$ cat config.mk
export PLATFORM = sky130hd
export DESIGN_NAME = rotate_sequencer
export DESIGN_NICKNAME = d
export VERILOG_FILES = /design/src/rtl/rot_seq_pkg.sv /design/src/rtl/step_divider.sv /design/src/rtl/rotate_sequencer.sv
export SDC_FILE = /design/constraint.sdc
export NUM_CORES = 1
export LEC_CHECK = 0
export ABC_CLOCK_PERIOD_IN_PS = 2750
export CAP_MARGIN = 40
export CORE_MARGIN = 3
export CORE_UTILIZATION = 40
export CTS_CLUSTER_DIAMETER = 30
export DETAILED_ROUTE_END_ITERATION = 12
export SYNTH_ARGS = -nofsm -noshare
export SYNTH_HDL_FRONTEND = slang
export SYNTH_HIERARCHICAL = 1
export SYNTH_SLANG_ARGS = --single-unit
$ cat constraint.sdc
create_clock -name clock -period 2.75 [get_ports clock]
set_input_delay 0.55 -clock clock [delete_from_list [all_inputs] [get_ports clock]]
set_output_delay 0.55 -clock clock [all_outputs]
set_load 0.01 [all_outputs]
$ cat src/rtl/rot_seq_pkg.sv
// Shared types and constants for the rotate sequencer.
// Holds the FSM state enum, mode encodings, default sizes and select decode.
package rot_seq_pkg;

  typedef enum logic [1:0] {
    IDLE,
    LOAD,
    RUN,
    DONE
  } state_e;

  localparam logic [1:0] MODE_ROR  = 2'b00;
  localparam logic [1:0] MODE_ROL  = 2'b01;
  localparam logic [1:0] MODE_ASR  = 2'b10;
  localparam logic [1:0] MODE_ROL2 = 2'b11;

  localparam int DEF_WIDTH = 8;
  localparam int DEF_CNT_W = 4;
  localparam int DEF_DIV_W = 24;

  // Returns {ro_right, as_right} for a mode.
  function automatic logic [1:0] mode_sel(input logic [1:0] mode);
    logic [1:0] sel;
    sel = 2'b00;
    unique case (mode)
      MODE_ROR:  sel = 2'b10;
      MODE_ASR:  sel = 2'b11;
      MODE_ROL,
      MODE_ROL2: sel = 2'b00;
      default:   sel = 2'b00;
    endcase
    return sel;
  endfunction

endpackage

$ cat src/rtl/step_divider.sv
// Reloadable down-counter setting the spacing between shift steps.
// Ports: clock, reset, load, enable, reload[DIV_W], zero (count==0 while enabled).
module step_divider
  import rot_seq_pkg::*;
#(
  parameter int DIV_W = DEF_DIV_W
) (
  input  logic             clock,
  input  logic             reset,
  input  logic             load,
  input  logic             enable,
  input  logic [DIV_W-1:0] reload,
  output logic             zero
);

  logic [DIV_W-1:0] cnt_q, cnt_d;
  logic             at_zero;

  assign at_zero = (cnt_q == '0);
  assign zero    = enable & at_zero;

  always_comb begin
    cnt_d = cnt_q;
    if (load) begin
      cnt_d = reload;
    end else if (enable) begin
      // Reload on zero so steps repeat every reload+1 cycles.
      cnt_d = at_zero ? reload : cnt_q - DIV_W'(1);
    end
  end

  always_ff @(posedge clock) begin
    if (reset) begin
      cnt_q <= '0;
    end else begin
      cnt_q <= cnt_d;
    end
  end

endmodule

$ cat src/rtl/rotate_sequencer.sv
// Sequences an 8-bit rotate/shift register: one load then count timed steps.
// Ports: clock, reset, start, abort, mode, count, pattern, tick_div in;
//   data_out, load_n, ro_right, as_right, reg_step, busy, done out.
// Option: ROTSEQ_CONTINUOUS_EN makes count=0 step forever until abort/reset.
module rotate_sequencer
  import rot_seq_pkg::*;
#(
  parameter int WIDTH = DEF_WIDTH,
  parameter int CNT_W = DEF_CNT_W,
  parameter int DIV_W = DEF_DIV_W
) (
  input  logic             clock,
  input  logic             reset,
  input  logic             start,
  input  logic             abort,
  input  logic [1:0]       mode,
  input  logic [CNT_W-1:0] count,
  input  logic [WIDTH-1:0] pattern,
  input  logic [DIV_W-1:0] tick_div,
  output logic [WIDTH-1:0] data_out,
  output logic             load_n,
  output logic             ro_right,
  output logic             as_right,
  output logic             reg_step,
  output logic             busy,
  output logic             done
);

  state_e           state_q, state_d;
  logic [1:0]       mode_q, mode_d;
  logic [CNT_W-1:0] count_q, count_d;
  logic [CNT_W-1:0] steps_q, steps_d;
  logic [WIDTH-1:0] pat_q, pat_d;
  logic [DIV_W-1:0] tick_q, tick_d;

  logic div_load;
  logic div_en;
  logic div_zero;
  logic run_forever;
  logic [1:0] sel;

`ifdef ROTSEQ_CONTINUOUS_EN
  assign run_forever = (count_q == '0);
`else
  assign run_forever = 1'b0;
`endif

  assign sel = mode_sel(mode_q);

  step_divider #(
    .DIV_W(DIV_W)
  ) u_div (
    .clock (clock),
    .reset (reset),
    .load  (div_load),
    .enable(div_en),
    .reload(tick_q),
    .zero  (div_zero)
  );

  always_comb begin
    state_d  = state_q;
    mode_d   = mode_q;
    count_d  = count_q;
    steps_d  = steps_q;
    pat_d    = pat_q;
    tick_d   = tick_q;
    div_load = 1'b0;
    div_en   = 1'b0;
    data_out = '0;
    load_n   = 1'b1;
    ro_right = 1'b0;
    as_right = 1'b0;
    reg_step = 1'b0;
    busy     = 1'b0;
    done     = 1'b0;
    unique case (state_q)
      IDLE: begin
        if (start) begin
          mode_d  = mode;
          count_d = count;
          pat_d   = pattern;
          tick_d  = tick_div;
          state_d = LOAD;
        end
      end
      LOAD: begin
        busy     = 1'b1;
        load_n   = 1'b0;
        data_out = pat_q;
        ro_right = sel[1];
        as_right = sel[0];
        if (abort) begin
          state_d = IDLE;
        end else begin
          reg_step = 1'b1;
          div_load = 1'b1;
          steps_d  = count_q;
          if (count_q == '0 && !run_forever) begin
            state_d = DONE;
          end else begin
            state_d = RUN;
          end
        end
      end
      RUN: begin
        busy     = 1'b1;
        data_out = pat_q;
        ro_right = sel[1];
        as_right = sel[0];
        if (abort) begin
          state_d = IDLE;
        end else begin
          div_en = 1'b1;
          if (div_zero) begin
            reg_step = 1'b1;
            if (!run_forever) begin
              // Saturating decrement: never wraps below zero.
              if (steps_q != '0) begin
                steps_d = steps_q - CNT_W'(1);
              end
              if (steps_q <= CNT_W'(1)) begin
                state_d = DONE;
              end
            end
          end
        end
      end
      DONE: begin
        done    = 1'b1;
        state_d = IDLE;
      end
      default: state_d = IDLE;
    endcase
  end

  always_ff @(posedge clock) begin
    if (reset) begin
      state_q <= IDLE;
      mode_q  <= '0;
      count_q <= '0;
      steps_q <= '0;
      pat_q   <= '0;
      tick_q  <= '0;
    end else begin
      state_q <= state_d;
      mode_q  <= mode_d;
      count_q <= count_d;
      steps_q <= steps_d;
      pat_q   <= pat_d;
      tick_q  <= tick_d;
    end
  end

endmodule

==> impl_metrics.ini <==
[synthesis]
postSynthAreaPerCell_um2 = 7.80
synth-async-reset-ratio_pct = 0
synth_simple_gate_area_share_pct = 27.8
synthesis.nets = 502
synthMuxAreaShare_pct = 1.78
synth_area_leaders = dfxtp_1 (39%), nand2_1 (10%), a21oi_1 (8.6%)
synth_xor_area_share_pct = 0.249
synth_top_cells_by_count = nand2_1 (98), dfxtp_1 (68), a21oi_1 (60)
synth-compound-area-share_pct = 23.3
synthAdderAreaFrac_pct = 3.56
synth_edf_count = 0
synth_most_common_cell = nand2_1
yosysSeqAreaShare_pct = 38.8
synth_top_flop_cell = dfxtp_1
synth_seq_cells = 68
synth.cell_area_um2 = 3510
yosysTopAreaCell = dfxtp_1
synth_cell_types = 63
yosys_warnings = 6
synth_top_family_by_area = simple AND/OR/NAND/NOR gates
synth_top_cell_area_share_pct = 38.8
syn_inst = 450

[clock_network]
clk-insertion-delay-late_ps = 350
clk_pin_slew_ps = 80
root_buffer = clkbuf_8
cts_tree = yes
cts_made_buffers = 9
cts_buffer_depth = 2
hold_buffers = 0
htreeDepth = 3
clock_sinks = 68

[worst_setup_path]
start_kind = flop
crit_fanout = 9
max_stage_delay_ps = 540
arrival_ps = 2060
slowest_stage = clkdlybuf4s50_1
crit_type = reg2out
path_buf_inv = 3
cp-end-kind = output port
cp_top_family = buffers and inverters
worstPathCellList = inv_1, ha_1, buf_4, and2_1, clkdlybuf4s50_1
cp_data_required_time_ps = 2200

[place]
place_congestion = 0.945
placedCellCount = 622
port_buffers = 55
hpwl_um = 7670
place_area_um2 = 4360

[global_route]
grt-ovfl-total = 0
track_usage_pct = 22.2
grt_max_degree = 39
antenna_found_initial = 0
grt_pass1_vias = 3500
grt_pass1_wl_um = 17400

[status]
status = completed

[timing]
timing.hold.ws_ps = 453
fmax_mhz = 383
fin_crit_sh_pct = 95.0
setup_viol = 0
period_minus_slack_ps = 2610
tightest_slew_ps = 634
drv_slew = 0
hold_viol_final = 0
fin_tns_setup_ps = 0
rsz0062_at_grt = no
fin_skew_ps = 7.85
slew_headroom_pct = 57.5

[pwr]
pwr-share-comb_pct = 33.9
clockPowerShare_pct = 27.9
switching_share_pct = 35.2
p_leak_nw = 1.78
netSwitchingPower_mw = 1.03
irDropWorstVdd_v = 0.000304
pwr_density_cell_nw_per_um2 = 640
internal-power_mw = 1.91
power_frac_seq_pct = 38.2

[drt]
ant_nets = 0
num_vias = 3616
drt_wl_total_um = 10600
wl_per_cell_um = 16.6
drtIter0Drc = 238
drc = 0
first_pass_iters = 6
via_per_inst = 5.66

[die]
die_area_um2 = 9940
die_w_um = 99.7
rows = 33
ios = 56
start_util_pct = 41.9
core_area_um2 = 8380
die_h_um = 99.7

[hold_path]
hold_class = reg2reg

[finish]
nNetsFinal = 581
area_growth_pct = 30.8
drive_gt1_share_pct = 12.4
antenna_cells = 0
finalInstanceArea_um2 = 4590
final_cells = 639

[job]
maxCapViolations = 0
-- final timing paths --
| check | from | endpoint | slack [ps] | cells after the start |
|---|---|---|---|---|
| setup / recovery | state_q[0] | data_out[7] | 140 | 5 |
| hold / removal | pat_q[7] | pat_q[7] | 450 | 2 |
| setup reg to reg | u_div/cnt_q[0] | steps_q[1] | 300 | 11 |
| hold reg to reg | pat_q[7] | pat_q[7] | 450 | 2 |
-- registers in the layout, summed over array words and instances, names as in the netlist --
register and count:
count_q 4, steps_q 4, state_q 2, mode_q 2, tick_q 24, u_div/cnt_q 24
pat_q 8
-- layer usage --
layer | routed length [um] | GRT usage (%) | up-vias
li1 | - | - | 1781
met1 | 4870 | 29.7 | 1675
met2 | 4960 | 36.5 | 143
met3 | 672 | 3.44 | 17
met4 | 133 | 7.25 | 0
met5 | 0 | 0 | -
-- layout by cell type, fill, tap and decap left out, drive strengths merged, types with 3 or more instances in the layout --
cell | synthesis | routed
nand2b | 4 | 4
and3 | 3 | 3
clkbuf | 16 | 11
inv | 15 | 15
nor3 | 5 | 5
clkdlybuf4s50 | 0 | 53
o31ai | 4 | 4
a31oi | 5 | 5
nor2 | 23 | 23
buf | 9 | 39
ha | 10 | 10
nand4 | 7 | 7
a211o | 6 | 6
nand3 | 11 | 11
nand2 | 98 | 98
clkinv | 0 | 4
mux2i | 4 | 4
or4 | 6 | 6
nand4b | 3 | 3
a21oi | 60 | 60
dfxtp | 68 | 68
a31o | 3 | 3
a211oi | 7 | 7
or2 | 3 | 3
and2 | 10 | 10
nor2b | 3 | 3
nor4 | 14 | 14
o21ai | 14 | 14
-- power groups by stage --
stage	clock network (mW)	logic, mW	registers, mW
3_3_place_gp	0	0.951	1.14
5_1_grt	0.886	1.09	1.13
3_5_place_dp	0	0.958	1.14
2_1_floorplan	0	0.568	1.13
4_1_cts	0.843	0.972	1.12
6_report	0.819	0.997	1.12
-- cells by family after synthesis --
family | count (synthesis)
AOI/OAI and AO/OA | 126
xor gates and xnor gates | 1
adders and majority gates | 10
buffers and inverters | 40
DFF | 68
muxes | 6
and+or+nand+nor | 199
-- stage by stage --
stage / power (mW) / utilization, % / worst slack (ps)
6_report: 2.94 / 54.8 / 139
5_1_grt: 3.11 / 54.8 / 23.4
4_1_cts: 2.94 / 54.7 / 58.4
3_5_place_dp: 2.10 / 52.1 / -203
3_3_place_gp: 2.09 / 52.1 / -164
2_1_floorplan: 1.69 / - / 330
-- final cells by class --
type | instances | area (um^2)
fillers | 834 | 3790
multi-input cells | 342 | 2030
flip-flops and latches | 68 | 1360
repair buffers | 93 | 826
well taps | 105 | 131
clock buffers | 10 | 128
clock inverters | 6 | 65.1
inverters | 15 | 56.3
-- tightest hold or removal path: stages (launching register included) --
cell and delay [ps]:
dfxtp_1 310, nand2_1 50, a21oi_1 50
-- timing repair --
item                                    CTS  global route
pin swaps                                 1             0
endpoints found under the setup margin    1             2
resized for setup                         4             5
setup buffers                             1             0
hold endpoints to repair                  0             0
Power figures use the tool's default switching activity.
